[src/rtl/lockstep_pkg.sv]
// Shared types and constants for the dual-core lockstep write controller.
package lockstep_pkg;

    localparam int LS_ADDR_W = 5;
    localparam int LS_DATA_W = 32;
    localparam int ERR_CNT_W = 8;

    typedef enum logic [1:0] {
        RUN       = 2'd0,
        ROLLBACK  = 2'd1,
        WAIT_DONE = 2'd2,
        FATAL     = 2'd3
    } state_e;

    typedef struct packed {
        logic                 we;
        logic [LS_ADDR_W-1:0] addr;
        logic [LS_DATA_W-1:0] data;
    } wr_port_t;

endpackage

[src/rtl/lockstep_ctrl_cmp.sv]
// Field-wise equality of the two cores' write ports; error_o is raw and
// must be qualified by the caller with a valid sample.
module lockstep_ctrl_cmp #(
    parameter int ADDR_WIDTH = 5,
    parameter int DATA_WIDTH = 32
) (
    input  logic                  we_a_i,
    input  logic                  we_b_i,
    input  logic [ADDR_WIDTH-1:0] addr_a_i,
    input  logic [ADDR_WIDTH-1:0] addr_b_i,
    input  logic [DATA_WIDTH-1:0] data_a_i,
    input  logic [DATA_WIDTH-1:0] data_b_i,
    output logic                  error_o
);

    assign error_o = (we_a_i != we_b_i) || (addr_a_i != addr_b_i) || (data_a_i != data_b_i);

endmodule

[src/rtl/lockstep_ctrl.sv]
// Lockstep write controller: commits matching core writes, rolls back on divergence.
// Optional mismatch counter enabled by defining LOCKSTEP_ERR_CNT_EN.
//
// state     | meaning
// ----------+-----------------------------------------------------------
// RUN       | compare/commit core writes, stall low
// ROLLBACK  | single-cycle rollback pulse to both cores, stalled
// WAIT_DONE | stalled until cores report checkpoint restored
// FATAL     | retries exhausted; stalled until reset or clear_i
module lockstep_ctrl
    import lockstep_pkg::*;
#(
    parameter int ADDR_WIDTH = LS_ADDR_W,
    parameter int DATA_WIDTH = LS_DATA_W,
    parameter int MAX_RETRY  = 3
) (
    input  logic                  clk_i,
    input  logic                  rst_ni,
    input  logic                  we_a_i,
    input  logic                  we_b_i,
    input  logic [ADDR_WIDTH-1:0] addr_a_i,
    input  logic [ADDR_WIDTH-1:0] addr_b_i,
    input  logic [DATA_WIDTH-1:0] data_a_i,
    input  logic [DATA_WIDTH-1:0] data_b_i,
    output logic                  rf_we_o,
    output logic [ADDR_WIDTH-1:0] rf_addr_o,
    output logic [DATA_WIDTH-1:0] rf_wdata_o,
    output logic                  stall_o,
    output logic                  rollback_o,
    input  logic                  rollback_done_i,
    input  logic                  clear_i,
    output logic                  fatal_o,
    output logic [ERR_CNT_W-1:0]  err_count_o
);

    localparam int                 RETRY_W     = $clog2(MAX_RETRY + 1);
    localparam logic [RETRY_W-1:0] RETRY_LIMIT = RETRY_W'(MAX_RETRY);

    state_e              r_state;
    state_e              w_state_nxt;
    logic [RETRY_W-1:0]  r_retry;
    logic [RETRY_W-1:0]  w_retry_nxt;
    logic [RETRY_W-1:0]  w_retry_inc;
    logic                w_cmp_err;
    logic                w_sample;
    logic                w_match;
    logic                w_mismatch;

    logic                  r_rf_we;
    logic [ADDR_WIDTH-1:0] r_rf_addr;
    logic [DATA_WIDTH-1:0] r_rf_wdata;
    logic                  r_stall;
    logic                  r_rollback;
    logic                  r_fatal;

    lockstep_ctrl_cmp #(
        .ADDR_WIDTH (ADDR_WIDTH),
        .DATA_WIDTH (DATA_WIDTH)
    ) u_cmp (
        .we_a_i   (we_a_i),
        .we_b_i   (we_b_i),
        .addr_a_i (addr_a_i),
        .addr_b_i (addr_b_i),
        .data_a_i (data_a_i),
        .data_b_i (data_b_i),
        .error_o  (w_cmp_err)
    );

    assign w_sample    = (r_state == RUN) && (we_a_i || we_b_i);
    assign w_match     = w_sample && !w_cmp_err;
    assign w_mismatch  = w_sample && w_cmp_err;
    assign w_retry_inc = r_retry + 1'b1;

    always_ff @(posedge clk_i or negedge rst_ni) begin
        if (!rst_ni) begin
            r_state <= RUN;
        end else begin
            r_state <= w_state_nxt;
        end
    end

    always_comb begin
        w_state_nxt = r_state;
        w_retry_nxt = r_retry;
        case (r_state)
            RUN: begin
                if (w_match) begin
                    w_retry_nxt = '0;
                end else if (w_mismatch) begin
                    w_retry_nxt = w_retry_inc;
                    w_state_nxt = (w_retry_inc < RETRY_LIMIT) ? ROLLBACK : FATAL;
                end
            end
            ROLLBACK: begin
                w_state_nxt = WAIT_DONE;
            end
            WAIT_DONE: begin
                if (rollback_done_i) begin
                    w_state_nxt = RUN;
                end
            end
            FATAL: begin
                if (clear_i) begin
                    w_state_nxt = RUN;
                    w_retry_nxt = '0;
                end
            end
            default: begin
                w_state_nxt = RUN;
                w_retry_nxt = '0;
            end
        endcase
    end

    // Outputs are decoded from the next state so they change only on the clock edge.
    always_ff @(posedge clk_i or negedge rst_ni) begin
        if (!rst_ni) begin
            r_retry    <= '0;
            r_rf_we    <= 1'b0;
            r_rf_addr  <= '0;
            r_rf_wdata <= '0;
            r_stall    <= 1'b0;
            r_rollback <= 1'b0;
            r_fatal    <= 1'b0;
        end else begin
            r_retry    <= w_retry_nxt;
            r_rf_we    <= w_match;
            if (w_match) begin
                r_rf_addr  <= addr_a_i;
                r_rf_wdata <= data_a_i;
            end
            r_stall    <= (w_state_nxt != RUN);
            r_rollback <= (w_state_nxt == ROLLBACK);
            r_fatal    <= (w_state_nxt == FATAL);
        end
    end

    assign rf_we_o    = r_rf_we;
    assign rf_addr_o  = r_rf_addr;
    assign rf_wdata_o = r_rf_wdata;
    assign stall_o    = r_stall;
    assign rollback_o = r_rollback;
    assign fatal_o    = r_fatal;

`ifdef LOCKSTEP_ERR_CNT_EN
    logic [ERR_CNT_W-1:0] r_err_cnt;

    always_ff @(posedge clk_i or negedge rst_ni) begin
        if (!rst_ni) begin
            r_err_cnt <= '0;
        end else if (w_mismatch && (r_err_cnt != '1)) begin
            r_err_cnt <= r_err_cnt + 1'b1;
        end
    end

    assign err_count_o = r_err_cnt;
`else
    assign err_count_o = '0;
`endif

endmodule

[config.mk]
export PLATFORM = sky130hd
export DESIGN_NAME = lockstep_ctrl
export DESIGN_NICKNAME = d
export VERILOG_FILES = /design/src/rtl/lockstep_pkg.sv /design/src/rtl/lockstep_ctrl_cmp.sv /design/src/rtl/lockstep_ctrl.sv
export SDC_FILE = /design/constraint.sdc
export NUM_CORES = 1
export LEC_CHECK = 0
export BUFFER_PORTS_ARGS = -buffer_cell sky130_fd_sc_hd__buf_2
export CAP_MARGIN = 20
export CORE_MARGIN = 1.5
export CORE_UTILIZATION = 45
export CTS_BUF_LIST = sky130_fd_sc_hd__clkbuf_8
export DETAILED_ROUTE_END_ITERATION = 7
export PLACE_DENSITY = 0.88
export SLEW_MARGIN = 20
export SYNTH_ARGS = -nofsm -noshare
export SYNTH_HDL_FRONTEND = slang
export SYNTH_SLANG_ARGS = --single-unit
[constraint.sdc]
create_clock -name clk_i -period 2.6 [get_ports clk_i]
set_clock_uncertainty 0.05 [all_clocks]
set_input_delay 0.13 -clock clk_i [delete_from_list [all_inputs] [get_ports clk_i]]
set_output_delay 0.13 -clock clk_i [all_outputs]
set_load 0.05 [all_outputs]
Yosys cells after proc, flatten, opt, wreduce, memory -nomap -nowiden. Index checks and enable logic that the tools add are counted.

Word-level logic and storage cells: 41. Register bits after elaboration: 45. Bits of input ports: 80.

Reductions and logical operators: 11. $add $sub $neg: 1. $lt $le $gt $ge: 1. Equality and inequality tests: 10. Multiplexer cells: 10.

Operators by type and width (number): inequality test 32 bit (1); 2-to-1 mux 2 bit (8); case mux 2 bit (4 select lines) (1); == test 2 bit (second input constant) (3); inequality test 5 bit (1); == test 2 x 1 -> 1 bit (second input constant) (2); case mux 2 bit (2 select lines) (1); nonzero test 2 bit (2); logical AND 1 bit (3); logical OR 1 bit (3); inequality test 3 bit (second input constant) (1); AND reduction 3 bit (1); adder 2 x 1 -> 2 bit (second input constant) (1); zero test 2 bit (1); < comparator 2 bit (second input constant) (1); inequality test 2 bit (second input constant) (1); zero test 1 bit (1); inequality test 1 bit (1).

Longest topological paths before layout. Gate-level depths: netlist of the first run.

Word-level depth: 8. Depth in mapped cells: 8. Mapped depth without buffers: 6.

Modules after synthesis. Synthesis of the first run repeated with hierarchy kept, for this count alone.

Cells, all modules: 166. Area total of the unflattened synthesis: 2190.9 sq um.

Modules (own cells, without submodules): lockstep_ctrl (area each 1779.2 sq um, cells each 115, times used 1, seq. area each 1126.1 sq um); lockstep_ctrl_cmp (area each 411.6 sq um, cells each 51, times used 1, seq. area each 0.0 sq um).

Least setup slack after synthesis of the first run. OpenSTA, ideal clock, no wires.

Kind: flip-flop to flip-flop. Start: register r_state[1]. End: register r_rf_addr[4], in the netlist rf_addr_o[4]. Cell stages (with the launch flop): 6. Path slack: 748 ps. Buffers on the path: 2. Arrival time: 1675 ps. Data required time: 2423 ps. Library setup time: 127 ps. Cell sequence: dfrtp_1 > or3_1 > nor4_2 > buf_4 > buf_6 > mux2_1.

Longest elaborated chain between the ends: 3.

Ends and longest elaborated chain: from (decl) (RTL line lockstep_ctrl.sv:39) `state_e r_state;`; from (signal assigned) (RTL line lockstep_ctrl.sv:78) `r_state <= w_state_nxt;`; zero test 2 bit (RTL line lockstep_ctrl.sv:69) `assign w_sample = (r_state == RUN) && (we_a_i || we_b_i);`; logical AND 1 bit (RTL line lockstep_ctrl.sv:69); logical AND 1 bit (RTL line lockstep_ctrl.sv:70) `assign w_match = w_sample && !w_cmp_err;`; to (signal assigned) (RTL line lockstep_ctrl.sv:129) `r_rf_addr <= addr_a_i;`; to (decl) (RTL line lockstep_ctrl.sv:50) `logic [ADDR_WIDTH-1:0] r_rf_addr;`.

No other way between the ends. A chain may end at the register's enable or synchronous reset.

Worst setup path after layout of the first run.
Start: input port data_b_i[22]. End: register r_rf_addr[2], in the netlist rf_addr_o[2].

Longest elaborated chain between the ends: 4.

Ends and longest elaborated chain: from (decl) (RTL line lockstep_ctrl.sv:24) `input logic [DATA_WIDTH-1:0] data_b_i,`; inequality test 32 bit (RTL line lockstep_ctrl_cmp.sv:16) `assign error_o = (we_a_i != we_b_i) || (addr_a_i != addr_b_i) || (data_a_i != data_b_i);`; logical OR 1 bit (RTL line lockstep_ctrl_cmp.sv:16); zero test 1 bit (RTL line lockstep_ctrl.sv:70); logical AND 1 bit (RTL line lockstep_ctrl.sv:70).

No other way between the ends.

==> results of run 1 <==
==> logic make-up (layout without fill, tap and decap cells) <==
| family | count (synthesis) | in the layout |
|---|---|---|
| flip-flops | 45 | 45 |
| XOR/XNOR | 37 | 37 |
| multiplexers | 37 | 37 |
| AND/OR/NAND/NOR | 24 | 24 |
| buffers and inverters | 16 | 136 |
| AO/OA/AOI/OAI | 7 | 7 |
| adder cells (fa/ha/maj) | 2 | 2 |
| other | 1 | 8 |
==> metrics by stage <==
stage | total power [W] | hold WS (ns) | cells
2_1_floorplan | 0.00103 | -0.216 | 176
3_3_place_gp | 0.00116 | 0.284 | 341
3_5_place_dp | 0.00117 | 0.293 | 341
4_1_cts | 0.00164 | 0.00902 | 350
5_1_grt | 0.00172 | 0.0204 | 350
6_report | 0.00162 | 0.0204 | 350
==> worst max-delay path, cell delays in order <==
cell and delay, ns:
buf_2 0.11, xor2_1 0.16, nor4_1 0.48, nand4_1 0.25
nor4_4 0.40, buf_12 0.24, mux2_2 0.36
==> final timing paths <==
kind / end / slack [ns] / cells past startpoint
hold / removal: fatal_o / 0.02 / 2
setup reg to reg: rf_addr_o[2] / 0.64 / 4
hold reg to reg: rf_wdata_o[30] / 0.44 / 1
min in group asynchronous: r_state[1] / 0.32 / 2
max in group asynchronous: rf_addr_o[3] / 1.82 / 2
setup / recovery: rf_addr_o[2] / 0.59 / 7
==> cell type report <==
class,instances,area (µm²),share of cell area
well taps,54,67.6,0.0230
inverters,4,15.0,0.00510
clock inverters,1,5.00,0.00170
repair buffers,124,648,0.220
multi-input cells,115,983,0.334
clock buffers,7,96.3,0.0328
flip-flops and latches,45,1130,0.383
==> layout by cell type (no fill, tap or decap), types with 2 or more instances in the layout <==
cell / count
o21ai_0: 5
mux2_1: 19
buf_4: 3
nand4_1: 2
inv_1: 4
mux2_2: 18
buf_2: 119
nand2_1: 5
dfrtp_1: 45
conb_1: 8
clkbuf_8: 7
xor2_1: 37
ha_1: 2
nor4_1: 9
==> state kept, by name (all words and copies together), names as in the netlist <==
name / cells
rf_wdata_o: 32
rf_addr_o: 5
r_retry: 2
r_state: 2
fatal_o: 1
rf_we_o: 1
rollback_o: 1
stall_o: 1
==> per-layer routing <==
layer,up-vias,global-route usage,share of wire
li1,817,-,-
met1,822,0.198,0.39
met2,76,0.351,0.54
met3,9,0.0539,0.064
met4,0,0.0545,0.014
met5,-,0,0
==> synthesized netlist by cell type <==
master and n:
buf_6 2, nor4_2 1, nand2_1 5, nor4_1 9, nand3_1 1, nor3b_1 1, o21ai_0 5, and2_1 1
inv_1 4, buf_2 1, ha_1 2, o31ai_1 1, nand4_1 2, nor3_1 1, mux2_2 18, o22ai_1 1
nor2b_1 1, dfrtp_1 45, mux2_1 19, buf_4 9, xor2_1 37, nor2_1 1, or3_1 1, conb_1 1
==> power breakdown <==
group	internal (W)	leakage, nW	total [W]	switching, W
sequential	0.000749	0.618	0.000781	0.0000312
clock	0.000240	0.0542	0.000456	0.000216
combinational	0.000141	1.05	0.000383	0.000242
total	0.00113	1.72	0.00162	0.000490
==> timing repair <==
| item | in CTS | in global routing |
|---|---|---|
| hold buffers | 1 | 0 |
| endpoints found under the setup margin | 0 | 0 |
| hold endpoints to repair | 45 | 0 |
==> impl_metrics.tcl, run 1 <==
set metrics [dict create \
    clock_latency_ns 0.29 \
    first_global_vias 1690 \
    synth_top_family_by_area "multiplexers" \
    yosys_warnings 0 \
    place_hpwl_um 3770 \
    critPathArrivalTime_ns 2.14 \
    grt_usage 0.185 \
    port-buffer-count 120 \
    rsz0062_at_grt "no" \
    final.setup.tns_ns 0 \
    pin_count 129 \
    final_util 0.627 \
    max_freq_mhz 497 \
    cp-end-kind "flip-flop" \
    ys_types 24 \
    cts_setup_buffers 0 \
    rows 25 \
    grt-ovfl-total 0 \
    num_antenna_cells 0 \
    synth_area_leaders "dfrtp_1, xor2_1, mux2_1" \
    worstMarginPinSlew_ns 0.546 \
    power_density_mw_per_mm2 551 \
    cts_resized 0 \
    synth_top_area_share 0.515 \
    synth-compound-area-share 0.0178 \
    cp_max_fo 30 \
    dieArea_mm2 0.00528 \
    synth_area_mm2 0.00218 \
    floorplan.initialDensity 0.466 \
    netlist_instances 169 \
    antenna_found_initial 0 \
    n_fill_cell 373 \
    cts_buffers 5 \
    outcome "complete, no violations" \
    placed_cell_area_mm2 0.00283 \
    place_congestion 0.709 \
    synth-xor-area-share 0.148 \
    p_leak_nw 1.72 \
    syn_to_final_growth_pct 34.7 \
    worstSetupStartpoint "data_b_i[22]" \
    drtPass1Iterations 4 \
    synth_adder_area_share 0.0115 \
    cts_tree "built" \
    finalCriticalPeriod_ns 2.01 \
    slew_viol_final 0 \
    num_vias 1724 \
    ir_drop_v 0.000308 \
    post-route-period-util 0.774 \
    slew_headroom 0.636 \
    drive_gt1_frac 0.507 \
    grt_pass1_wl_um 7450 \
    drc 0 \
    hold_violations 0 \
    grt_max_degree 46 \
    synth-simple-area-share 0.0641 \
    die_y_um 72.7 \
    coreArea_mm2 0.00469 \
    ys_ff_latch 45 \
    final.setup.worst_slack_ns 0.588 \
    path_class "in2reg" \
    clock_sinks 45 \
    drv_cap 0 \
    htreeDepth 2 \
    hold_path_class "in2reg" \
    drtIter0Drc 51 \
    required_ns 2.73 \
    routed_wl_um 4730 \
    clock_path_buffers 2 \
    startpoint_type "input port" \
    synth_top_cell_by_area "dfrtp_1" \
    final_antenna_net_count 0 \
    post-place-ws_ns 0.238 \
    layout.nets 377 \
    wl_per_cell_um 13.5 \
    via_per_inst 4.93 \
    fin_area_mm2 0.00294 \
    fp.dieW_um 72.7 \
    synth.avg_cell_area_um2 12.9 \
    worstReg2RegStart "r_state[1]" \
    muxShareOfSynthArea 0.191 \
    root_buffer "clkbuf_8" \
    holdCritStartpoint "clear_i" \
    setup-violations-final 0 \
    clk_pin_slew_ns 0.08 \
    seq_area_frac_synth 0.515 \
]
Note: power is estimated with default switching activity, not from simulation.
==> run 2, diff against run 1 <==
--- a/config.mk
+++ b/config.mk
@@ -5,13 +5,14 @@
 export SDC_FILE = /design/constraint.sdc
 export NUM_CORES = 1
 export LEC_CHECK = 0
+export ABC_AREA = 1
 export BUFFER_PORTS_ARGS = -buffer_cell sky130_fd_sc_hd__buf_2
 export CAP_MARGIN = 20
 export CORE_MARGIN = 1.5
-export CORE_UTILIZATION = 45
+export CORE_UTILIZATION = 48
 export CTS_BUF_LIST = sky130_fd_sc_hd__clkbuf_8
 export DETAILED_ROUTE_END_ITERATION = 7
-export PLACE_DENSITY = 0.88
+export PLACE_DENSITY = 0.89
 export SLEW_MARGIN = 20
 export SYNTH_ARGS = -nofsm -noshare
 export SYNTH_HDL_FRONTEND = slang
==> constraint.sdc (replaced) <==
create_clock -name clk_i -period 2.1 [get_ports clk_i]
set_clock_uncertainty 0.05 [all_clocks]
set_input_delay 0.105 -clock clk_i [delete_from_list [all_inputs] [get_ports clk_i]]
set_output_delay 0.105 -clock clk_i [all_outputs]
set_load 0.05 [all_outputs]
==> run 2 against run 1 <==
Compared with the run above:
- combinational power increased by 54%
- final cell count grew 56%
- sequential share of layout area fell by 4.7 points
- count of clock-buffer cells in the layout fell by 1
- critical path depth rose by 6
- synthesized area up 20%
- routed wire length up 32%
- worst setup slack lost 0.46 ns
- sequential cell count stayed put
- total power up 29%
- die area grew 12%
- final area grew 14%
==> impl_metrics.tcl, run 2 <==
set metrics [dict create \
    outcome "complete, no violations" \
    port-buffer-count 120 \
    yosys_warnings 0 \
    max_freq_mhz 508 \
    routed_wl_um 6250 \
    synth_area_mm2 0.00261 \
    rows 26 \
    worstMarginPinSlew_ns 0.571 \
    final_common_cell "nand2_1" \
    syn_to_final_growth_pct 28.3 \
    grt-ovfl-total 0 \
    grt_max_degree 30 \
    num_antenna_cells 0 \
    slew_headroom 0.619 \
    final.setup.tns_ns 0 \
    place_hpwl_um 5100 \
    synth_top_cell_by_area "dfrtp_1" \
    crit_top_cell "nand2_1" \
    floorplan.initialDensity 0.505 \
    hold_violations 0 \
    largest_reg_flops 32 \
    final_antenna_net_count 0 \
    drc 0 \
    synth_area_leaders "dfrtp_1, nand2_1, o21ai_2" \
    first_global_vias 2386 \
    hold_path_class "in2reg" \
    synthTopCellsByCount "nand2_1, dfrtp_1, inv_1" \
    drive_gt1_frac 0.388 \
    seq_area_frac_synth 0.431 \
    htreeDepth 2 \
    root_buffer "clkbuf_8" \
    required_ns 2.22 \
    pin_count 129 \
    layout.cells.most_common_list "nand2_1, buf_2, inv_1" \
    slew_viol_final 0 \
    fp.dieW_um 76.8 \
    ys_types 27 \
    post-route-period-util 0.938 \
    cts_buffers 5 \
    via_per_inst 4.51 \
    finalCriticalPeriod_ns 1.97 \
    worst_path_max_delay_cell "dlygate4sd3_1" \
    num_vias 2469 \
    cp_max_fo 29 \
    ir_drop_v 0.000450 \
    synth.most_common_cell "nand2_1" \
    whs_ns 0.0156 \
    drtIter0Drc 85 \
    synth.avg_cell_area_um2 7.46 \
    cp-end-kind "flip-flop" \
    grt_pass1_wl_um 10300 \
    power_density_mw_per_mm2 624 \
    ys_ff_latch 45 \
    critPathArrivalTime_ns 2.09 \
    clock_path_buffers 2 \
    grt_usage 0.219 \
    dieArea_mm2 0.00589 \
    path_class "in2reg" \
    clock_sinks 45 \
    cts_tree "built" \
    die_y_um 76.8 \
    place_congestion 0.841 \
    async_reset_ff_frac 1.00 \
    wl_per_cell_um 11.4 \
    drtPass1Iterations 4 \
    rsz0062_at_grt "no" \
    clk_pin_slew_ns 0.08 \
    path_cells "dlygate4sd3_1 -> buf_2 -> xnor2_1 -> nand2_1 -> nor2_1 -> nand2_1 -> nor2_2 -> nand3_2 -> inv_4 -> nand2_4 -> buf_4 -> nand2_1 -> o21ai_2" \
    antenna_found_initial 0 \
    netlist_instances 350 \
    synth_ff_type "dfrtp_1" \
    synth_edf_count 0 \
    clock_latency_ns 0.28 \
    slowest_delay_ns 0.55 \
    final_util 0.648 \
    synth_top_area_share 0.431 \
    setup-violations-final 0 \
    layout.nets 559 \
    coreArea_mm2 0.00517 \
    drv_cap 0 \
    startpoint_type "input port" \
    p_leak_nw 2.13 \
]
run 2: through the flow:
step	power, W	instance area (µm²)	instances	setup WS, ns
floorplan	0.00138	2640	357	0.567
global placement	0.00155	3220	536	0.284
detailed placement	0.00158	3220	536	0.219
CTS	0.00211	3350	547	0.172
global route	0.00222	3350	547	0.00955
finish	0.00209	3350	547	0.131
run 2: logic make-up after synthesis:
| group | synth area share |
|---|---|
| other | 0.00144 |
| buffers and inverters | 0.148 |
| xor gates and xnor gates | 0.0335 |
| and+or+nand+nor | 0.273 |
| DFF | 0.431 |
| adders and majority gates | 0.00958 |
| AOI/OAI and AO/OA | 0.104 |
run 2: power by group:
part / internal, W / total [W] / switching (W)
combinational: 0.000194 / 0.000591 / 0.000397
sequential: 0.000932 / 0.000975 / 0.0000425
clock: 0.000257 / 0.000524 / 0.000267
total: 0.00138 / 0.00209 / 0.000707
run 2: repair_timing:
action | in CTS | in global routing
resized for setup | 0 | 0
endpoints found under the hold margin | 28 | 0
setup buffers | 0 | 0
setup endpoints to repair | 0 | 0
hold buffers | 4 | 0
run 2: metal layers:
layer	up-vias	wire, µm	GRT usage
met5	-	0	0
met4	0	65	0.0556
met3	8	357	0.0417
met2	91	3360	0.419
met1	1093	2470	0.245
li1	1277	-	-
run 2: critical path: cells and delay by family:
kind	cells	cell delay, ns
xor+xnor	1	0.13
buf+inv	4	1.08
compound gates	1	0.06
simple gates	7	0.68
run 2: path summary, 6_finish.rpt:
| check | slack [ns] | endpoint | start | depth (start not counted) |
|---|---|---|---|---|
| setup / recovery | 0.13 | rf_wdata_o[16] | data_a_i[24] | 13 |
| hold / removal | 0.02 | rf_wdata_o[26] | data_a_i[26] | 3 |
| setup reg to reg | 0.61 | rf_wdata_o[16] | r_state[1] | 5 |
| hold reg to reg | 0.43 | rf_addr_o[2] | rf_addr_o[2] | 2 |
| max in group asynchronous | 1.01 | rf_wdata_o[9] | rst_ni | 3 |
| min in group asynchronous | 0.30 | rf_wdata_o[13] | rst_ni | 2 |
run 2: cell type report:
type / count / area [µm²]
timing repair buffer: 128 / 671
inverter: 67 / 254
sequential: 45 / 1130
clock inverter: 1 / 3.75
multi-input combinational: 230 / 1130
tap: 70 / 87.6
clock buffer: 6 / 82.6
fill: 487 / 1820
==> run 3, diff against run 2 <==
==> constraint.sdc (replaced) <==
create_clock -name clk_i -period 2.1 [get_ports clk_i]
set_clock_uncertainty 0.05 [all_clocks]
set_input_delay 0.21 -clock clk_i [delete_from_list [all_inputs] [get_ports clk_i]]
set_output_delay 0.21 -clock clk_i [all_outputs]
set_load 0.05 [all_outputs]
==> run 3 against run 2 <==
Compared with the run above:
- first-iteration DRC count increased by 27%
- critical path type unchanged
- die area stayed put
- worst hold slack better by 0.084 ns
- sequential power about the same
- largest power group unchanged
- sequential cell count stayed put
==> impl_metrics.tcl, run 3 (synthesis gave the netlist of run 2 again) <==
set metrics [dict create \
    clock_latency_ns 0.29 \
    whs_ns 0.0994 \
    rows 26 \
    antenna_found_initial 0 \
    grt_max_degree 35 \
    r2r-end "r_retry[0]" \
    layout.nets 556 \
    grt_usage 0.213 \
    cts_buffers 5 \
    finalCriticalPeriod_ns 1.65 \
    largest_reg_flops 32 \
    final.setup.tns_ns 0 \
    power_density_mw_per_mm2 660 \
    num_vias 2473 \
    place_congestion 0.822 \
    coreArea_mm2 0.00517 \
    finalNonFillerCells 545 \
    multi_input_area_mm2 0.00113 \
    cts_tree "built" \
    seq_area_mm2 0.00113 \
    final_common_cell "nand2_1" \
    wl_met3_um 353 \
    hold_path_class "in2reg" \
    die_y_um 76.8 \
    cp_max_fo 30 \
    drive_gt1_frac 0.392 \
    reg2reg_slack_ns 0.65 \
    cts_setup_buffers 0 \
    first_global_vias 2391 \
    routed_wl_um 6070 \
    hold_violations 0 \
    max_freq_mhz 606 \
    post-place-ws_ns 0.136 \
    drc 0 \
    num_antenna_cells 0 \
    floorplan.initialDensity 0.505 \
    drtPass1Iterations 4 \
    outcome "complete, no violations" \
    root_buffer "clkbuf_8" \
    p_total_w 0.00222 \
    routed.top_layer "met4" \
    grt-ovfl-total 0 \
    clock_sinks 45 \
    post-route-period-util 0.786 \
    drtIter0Drc 108 \
    layout.cells.most_common_list "nand2_1, buf_2, inv_1" \
    place_hpwl_um 5020 \
    via_per_inst 4.54 \
    wl_met1_um 2450 \
    grt_pass1_wl_um 10100 \
    port-buffer-count 120 \
    min_to "rf_wdata_o[24]" \
    clk_pin_slew_ns 0.08 \
    pin_count 129 \
    dp_cells 536 \
    holdCritStartpoint "data_a_i[24]" \
    syn_to_final_growth_pct 28.7 \
    path_class "in2reg" \
    clock_path_buffers 2 \
    final.setup.worst_slack_ns 0.450 \
    slew_viol_final 0 \
    required_ns 2.22 \
    dieArea_mm2 0.00589 \
    cts_hold_buf 1 \
    ir_drop_v 0.000403 \
    reg2reg_depth 6 \
    hold_depth 3 \
    rsz0062_at_grt "no" \
    met2_length_um 3100 \
    final_antenna_net_count 0 \
    cts_resized 0 \
    htreeDepth 2 \
    fp.dieW_um 76.8 \
    worstReg2RegStart "r_state[1]" \
    setup-violations-final 0 \
    startpoint_type "input port" \
    cp-end-kind "flip-flop" \
    wl_per_cell_um 11.1 \
    n_fill_cell 454 \
    drv_cap 0 \
    p_leak_nw 2.14 \
    critPathArrivalTime_ns 1.77 \
]
## run 3: changes by cell type in the layout (fill, tap and decap cells not counted)
cell / change
dlygate4sd3_1: -3
buf_12: +1
buf_4: -1
bufinv_16: +1
## run 3: cell type report
class,count,area share
sequential,45,0.335
clock inverter,2,0.0100
timing repair buffer,125,0.194
clock buffer,6,0.0246
tap,70,0.0260
inverter,67,0.0755
multi-input combinational,230,0.335
## run 3: power by group
group	switching, W	internal (W)	total (W)
combinational	0.000393	0.000190	0.000583
sequential	0.0000403	0.000932	0.000972
clock	0.000280	0.000383	0.000663
total	0.000713	0.00151	0.00222
## run 3: worst max-delay path by stage
stage                     startpoint  slack (ns)             end
after global routing          we_a_i        0.32  rf_wdata_o[31]
after global placement        we_a_i        0.19  rf_wdata_o[21]
after floorplan               we_a_i        0.46  rf_wdata_o[30]
after CTS                     we_a_i        0.45  rf_wdata_o[17]
final                         we_a_i        0.45  rf_wdata_o[17]
after detailed placement      we_a_i        0.14  rf_wdata_o[31]
## run 3: metrics by stage
stage / utilization / area [µm²]
after floorplan: - / 2640
after global placement: 0.626 / 3240
after detailed placement: 0.626 / 3240
after CTS: 0.650 / 3360
after global routing: 0.650 / 3360
final: 0.650 / 3360
## run 3: critical path, stage by stage
cell and delay (ns):
buf_2 0.07, inv_1 0.03, ha_1 0.29, nor2_1 0.11, nand2_1 0.06, nor2_1 0.08
nand2_1 0.07, nor2_2 0.13, nand3_2 0.11, inv_4 0.12, nand2_4 0.06, buf_4 0.26
nand2_1 0.11, o21ai_2 0.05
## run 3: layer usage
metal  up-vias  global-route usage
met5         -                   0
met4         0               0.104
met3        15              0.0405
met2        91               0.380
met1      1096               0.244
li1       1271                   -
